==> config.mk <==
export PLATFORM = sky130hd
export DESIGN_NAME = popcount_seq
export DESIGN_NICKNAME = d
export VERILOG_FILES = /design/src/rtl/popcount_seq.sv
export SDC_FILE = /design/constraint.sdc
export NUM_CORES = 1
export LEC_CHECK = 0
export CORE_UTILIZATION = 50
export CTS_CLUSTER_DIAMETER = 120
export DETAILED_ROUTE_END_ITERATION = 6
export GPL_ROUTABILITY_DRIVEN = 0
export PLACE_DENSITY = 0.77
export SKIP_LAST_GASP = 1
export SYNTH_ARGS = -nofsm -noshare
export SYNTH_HDL_FRONTEND = slang
export SYNTH_SLANG_ARGS = --single-unit
==> constraint.sdc <==
create_clock -name ACLK -period 1.6 [get_ports ACLK]
set_clock_uncertainty 0.05 [all_clocks]
set_input_delay 0.32 -clock ACLK [delete_from_list [all_inputs] [get_ports ACLK]]
set_output_delay 0.32 -clock ACLK [all_outputs]
set_load 0.05 [all_outputs]
==> src/rtl/popcount_seq.sv <==
// popcount_seq: multi-cycle population counter.
// Loads a DATA_W-bit word on start, then counts ones (mode=0) or zeros
// (mode=1) STEP bits per clock and reports the result with a one-cycle done.
// Optional feature macro: POPCOUNT_EARLY_EXIT_EN. When it is defined, the
// count finishes as soon as the remaining shift register is all zero.
//
// Handshake: start is a request sampled only while busy=0. An accepted start
// raises busy on the same edge. done pulses for one cycle with count valid.
// busy drops one cycle after that pulse. A start seen while busy=1 is
// dropped, and it is not queued.
module popcount_seq #(
  parameter  int DATA_W = 8,
  parameter  int STEP   = 1,
  localparam int CNT_W  = $clog2(DATA_W + 1)
) (
  input  logic              ACLK,
  input  logic              ARESETN,
  input  logic              start,
  input  logic              mode,
  input  logic [DATA_W-1:0] din,
  output logic              busy,
  output logic              done,
  output logic [CNT_W-1:0]  count,
  output logic [1:0]        dbg_state
);

  localparam int NSTEP = DATA_W / STEP;
  localparam int K_W   = (NSTEP > 1) ? $clog2(NSTEP) : 1;

  typedef enum logic [1:0] {
    ST_IDLE  = 2'd0,
    ST_COUNT = 2'd1,
    ST_DONE  = 2'd2
  } state_t;

  state_t             r_state;
  state_t             w_state_nxt;
  logic [DATA_W-1:0]  r_sr;
  logic [CNT_W-1:0]   r_acc;
  logic [CNT_W-1:0]   r_count;
  logic [K_W-1:0]     r_k;
  logic [CNT_W-1:0]   w_chunk_pop;
  logic [CNT_W-1:0]   w_acc_sum;
  logic               w_last;
  logic               w_early;

  // Ones in the low STEP bits of the shift register (the current chunk).
  always_comb begin
    w_chunk_pop = '0;
    for (int i = 0; i < STEP; i++) begin
      w_chunk_pop = w_chunk_pop + CNT_W'(r_sr[i]);
    end
  end

  assign w_acc_sum = r_acc + w_chunk_pop;
  assign w_last    = (r_k == K_W'(NSTEP - 1));

`ifdef POPCOUNT_EARLY_EXIT_EN
  // Nothing left to count once every remaining bit has been shifted out.
  assign w_early = (r_sr == '0);
`else
  assign w_early = 1'b0;
`endif

  // State register.
  always_ff @(posedge ACLK or negedge ARESETN) begin
    if (!ARESETN) begin
      r_state <= ST_IDLE;
    end else begin
      r_state <= w_state_nxt;
    end
  end

  // Next-state logic. DONE always returns to IDLE so that done is one cycle wide.
  always_comb begin
    w_state_nxt = r_state;
    case (r_state)
      ST_IDLE:  if (start) w_state_nxt = ST_COUNT;
      ST_COUNT: if (w_early || w_last) w_state_nxt = ST_DONE;
      ST_DONE:  w_state_nxt = ST_IDLE;
      default:  w_state_nxt = ST_IDLE;
    endcase
  end

  // Datapath: load on an accepted start, accumulate and shift while counting.
  // The result register is written only when the operation finishes.
  always_ff @(posedge ACLK or negedge ARESETN) begin
    if (!ARESETN) begin
      r_sr    <= '0;
      r_acc   <= '0;
      r_k     <= '0;
      r_count <= '0;
    end else begin
      case (r_state)
        ST_IDLE: begin
          if (start) begin
            r_sr  <= mode ? ~din : din;
            r_acc <= '0;
            r_k   <= '0;
          end
        end
        ST_COUNT: begin
          if (w_early) begin
            r_count <= r_acc;
          end else begin
            r_acc <= w_acc_sum;
            r_sr  <= r_sr >> STEP;
            r_k   <= r_k + K_W'(1);
            if (w_last) begin
              r_count <= w_acc_sum;
            end
          end
        end
        default: begin
        end
      endcase
    end
  end

  assign busy      = (r_state != ST_IDLE);
  assign done      = (r_state == ST_DONE);
  assign count     = r_count;
  assign dbg_state = r_state;

endmodule
==> results.toml <==
[sta]
fmaxAchievable_mhz = 638.4
maxSlewHeadroom = 0.7783
setup_repair_after_global_routing_missed_its_margin = "yes"
share_of_the_clock_period_used_by_the_worst_path_after_layout = 0.9791
final-setup-viol-count = 0
drv_slew = 0
worst-slew-pin-transition_ps = 331.9
final_period_minus_worst_setup_slack_ps = 1566
finalHoldViolations = 0

[floorplan]
die_height_um = 47.44
core_region_area_um2 = 1942
boundaryPins = 20
rows = 16
die_w_um = 47.44
initial_core_util = 0.5316
dieArea_um2 = 2250

[setup_path]
worst-path-max-fanout = 14
critical_path_arrival_ps = 1200
timing.reg2reg.setup_slack_ps = 100
end_kind = "primary output"
r2r_start = "r_k[0]$_DFFE_PN0P_"
critical_path.startpoint = "dbg_state[1]$_DFFE_PN0P_"
worstReg2RegEnd = "count[1]$_DFFE_PN0P_"
crit_path_start_kind = "flip-flop"
rr_worst_depth = 4
criticalPathCategory = "flip-flop to primary output"
worst-endpoint-required_ps = 1230

[clocking]
post_cts_hold_buffer_count = 0
cts_root_buffer = "sky130_fd_sc_hd__clkbuf_4"
cts_buffers = 3
worst_skew_pair.late_latency_ps = 320
cts.reportedPaths.clkPinSlew_ps = 120
clock_sink_count = 21
clock_tree_from_tritoncts = "built"
ctsLongestPathBuffers = 2
htree_levels = 1

[logic_synthesis]
synth_seq_cells = 21
yosys.area.top_type_share = 0.5091
post_synthesis_net_count = 100
yosysWarningCount = 0
synth.cells.most_frequent = "sky130_fd_sc_hd__dfrtp_1 (21), sky130_fd_sc_hd__xor2_1 (9), sky130_fd_sc_hd__a221o_1 (7), sky130_fd_sc_hd__and3b_1 (7), sky130_fd_sc_hd__a22o_1 (6)"
yosys-top-cells-area = "sky130_fd_sc_hd__dfrtp_1 (51%), sky130_fd_sc_hd__xor2_1 (7.6%), sky130_fd_sc_hd__a221o_1 (6.8%), sky130_fd_sc_hd__and3b_1 (5.9%), sky130_fd_sc_hd__a22o_1 (5.1%)"
post_synth_inst_count = 84
syn_avg_cell_area_um2 = 12.29
netlist-cell-type-count = 23
syn-cell-area_um2 = 1032
synth.yosys.seq_area_share = 0.5091
post-synth-top-area-cell = "sky130_fd_sc_hd__dfrtp_1"
synthMostInstantiatedCell = "sky130_fd_sc_hd__dfrtp_1"
synth_edf_count = 0
synth-main-ff-cell = "sky130_fd_sc_hd__dfrtp_1"
postSynth.asyncResetShare = 1.000

[route]
drcViolationCount = 0
drtIter0Drc = 13
route.vias.total = 753
total_length_of_routed_wires_mm = 2.019
route.detailed.wl_per_inst_um = 14.74
drtPass1Iterations = 4
number_of_nets_still_failing_antenna_checks_after_routing = 0
detail_route.vias_per_cell = 5.496

[cells_and_area]
syn_to_final_growth_pct = 37.94
fillers = 141
final_cell_area_um2 = 1424
insertedDiodeCount = 0
drive_above_1_share = 0.2545
finalNetCount = 127
finalCoreUtilization = 0.7332
post_layout_nonfiller_instances = 137

[global_routing]
grt_first_pass_wirelength_mm = 3.249
grt_max_degree = 22
antenna_found_initial = 0
via_count_of_the_first_global_routing_pass = 758
global_route.usage.total = 0.2154
grt_overflow_total = 0

[power_and_ir_drop]
internal_power_mw = 1.481
combinational_fraction_of_design_power = 0.523
power_leakage_nw = 0.6743
cellPowerDensity_nw_per_um2 = 1677
clkPwrFrac = 0.108
sw_share = 0.3800
p_total_mw = 2.388
flop_pwr_share = 0.369
switching_power_uw = 907.6
ir_worst_vdd_v = 0.0009702

[placed_design]
buffer_ports.inserted = 19
placedInstanceArea_um2 = 1373
placedCellCount = 132
dp_hpwl_mm = 1.460

[min_path]
hold_path.class = "primary input to async pin"

[flow_run]
max_capacitance_violation_total = 0

[run_status]
run_status = "finished, final reports clean"
[final cells by class]
type	count	area [um2]	area share
Clock inverter	1	5.005	0.003515
Sequential cell	21	528.0	0.3708
Tap cell	27	33.78	0.02373
Inverter	2	7.507	0.005272
Multi-Input combinational cell	57	493.0	0.3462
Clock buffer	3	22.52	0.01582
Timing Repair Buffer	26	334.1	0.2346
[cells in the final DEF (no fill, tap or decap), drive strengths merged]
| cell | netlist | routed |
|---|---|---|
| dfrtp | 21 | 21 |
| buf | 2 | 15 |
| clkdlybuf4s50 | 0 | 11 |
| xor2 | 9 | 9 |
| and3b | 7 | 7 |
| a221o | 7 | 7 |
| a22o | 6 | 6 |
| nand2 | 4 | 4 |
| ha | 4 | 4 |
| o21ai | 3 | 3 |
| clkbuf | 2 | 3 |
| nor2b | 3 | 3 |
| inv | 2 | 2 |
| nand3 | 2 | 2 |
| nand2b | 2 | 2 |
| mux2i | 2 | 2 |
| mux2 | 2 | 2 |
| or2 | 1 | 1 |
| o21bai | 1 | 1 |
| nor2 | 1 | 1 |
| o311ai | 1 | 1 |
| nand3b | 1 | 1 |
| xnor2 | 1 | 1 |
| clkinv | 0 | 1 |
[layer usage]
| metal | wire [um] | GRT usage | part of all wire | up-vias |
|---|---|---|---|---|
| met2 | 1055 | 0.3562 | 0.52 | 18 |
| met4 | 28 | 0.08000 | 0.014 | 0 |
| met5 | 0 | 0 | 0 | - |
| met3 | 82 | 0.07925 | 0.041 | 5 |
| li1 | - | - | - | 359 |
| met1 | 852 | 0.2567 | 0.42 | 371 |
[through the flow]
stage          hold WS, ps  setup WS (ps)  TNS [ps]
5_1_grt              307.4         -8.774    -8.774
3_3_place_gp         436.9          51.26         0
2_1_floorplan       -25.59          90.98         0
3_5_place_dp         442.9          14.95         0
6_report             278.8          33.51         0
4_1_cts              297.7          1.497         0
[flip-flops by register name, indices dropped and copies added (netlist names)]
| register | count |
|---|---|
| r_sr | 8 |
| count | 4 |
| r_acc | 4 |
| r_k | 3 |
| dbg_state | 2 |
[worst max-delay path, cell delays in order (launching register included)]
cell	delay [ps]
sky130_fd_sc_hd__dfrtp_2	410
sky130_fd_sc_hd__buf_6	160
sky130_fd_sc_hd__nor2b_4	170
sky130_fd_sc_hd__buf_12	140
[worst max path at each step]
stage | cells past startpoint | slack [ps] | endpoint
6_report | 3 | 30 | done
5_1_grt | 3 | -9 | done
4_1_cts | 3 | 1 | done
3_5_place_dp | 4 | 10 | r_sr[4]$_DFFE_PN0P_
3_3_place_gp | 4 | 50 | r_sr[1]$_DFFE_PN0P_
2_1_floorplan | 2 | 90 | done
[power groups by stage]
stage          sequential [mW]  clock [mW]  combinational [mW]
6_report                 0.882       0.257                1.25
5_1_grt                  0.906       0.287                1.34
4_1_cts                  0.881       0.264                1.25
3_5_place_dp             0.899           0                1.21
3_3_place_gp             0.894           0                1.17
2_1_floorplan             1.03           0               0.553
[what timing repair did]
| item | in CTS | in global routing |
|---|---|---|
| gates resized for setup | 3 | 2 |
| pin swaps | 0 | 1 |
| buffers inserted | 1 | 0 |
| endpoints found under the setup margin | 2 | 2 |
[cell families (layout without fill, tap and decap cells)]
kind of cell    Yosys count  count (layout)  share of synthesized area
compound gates           18              18                     0.1527
xor+xnor                 10              10                    0.08485
simple gates             21              21                     0.1382
fa+ha+maj                 4               4                    0.04849
mux                       4               4                    0.04121
buf+inv                   6              32                    0.02545
flops                    21              21                     0.5091
Power figures use the tool's default switching activity.
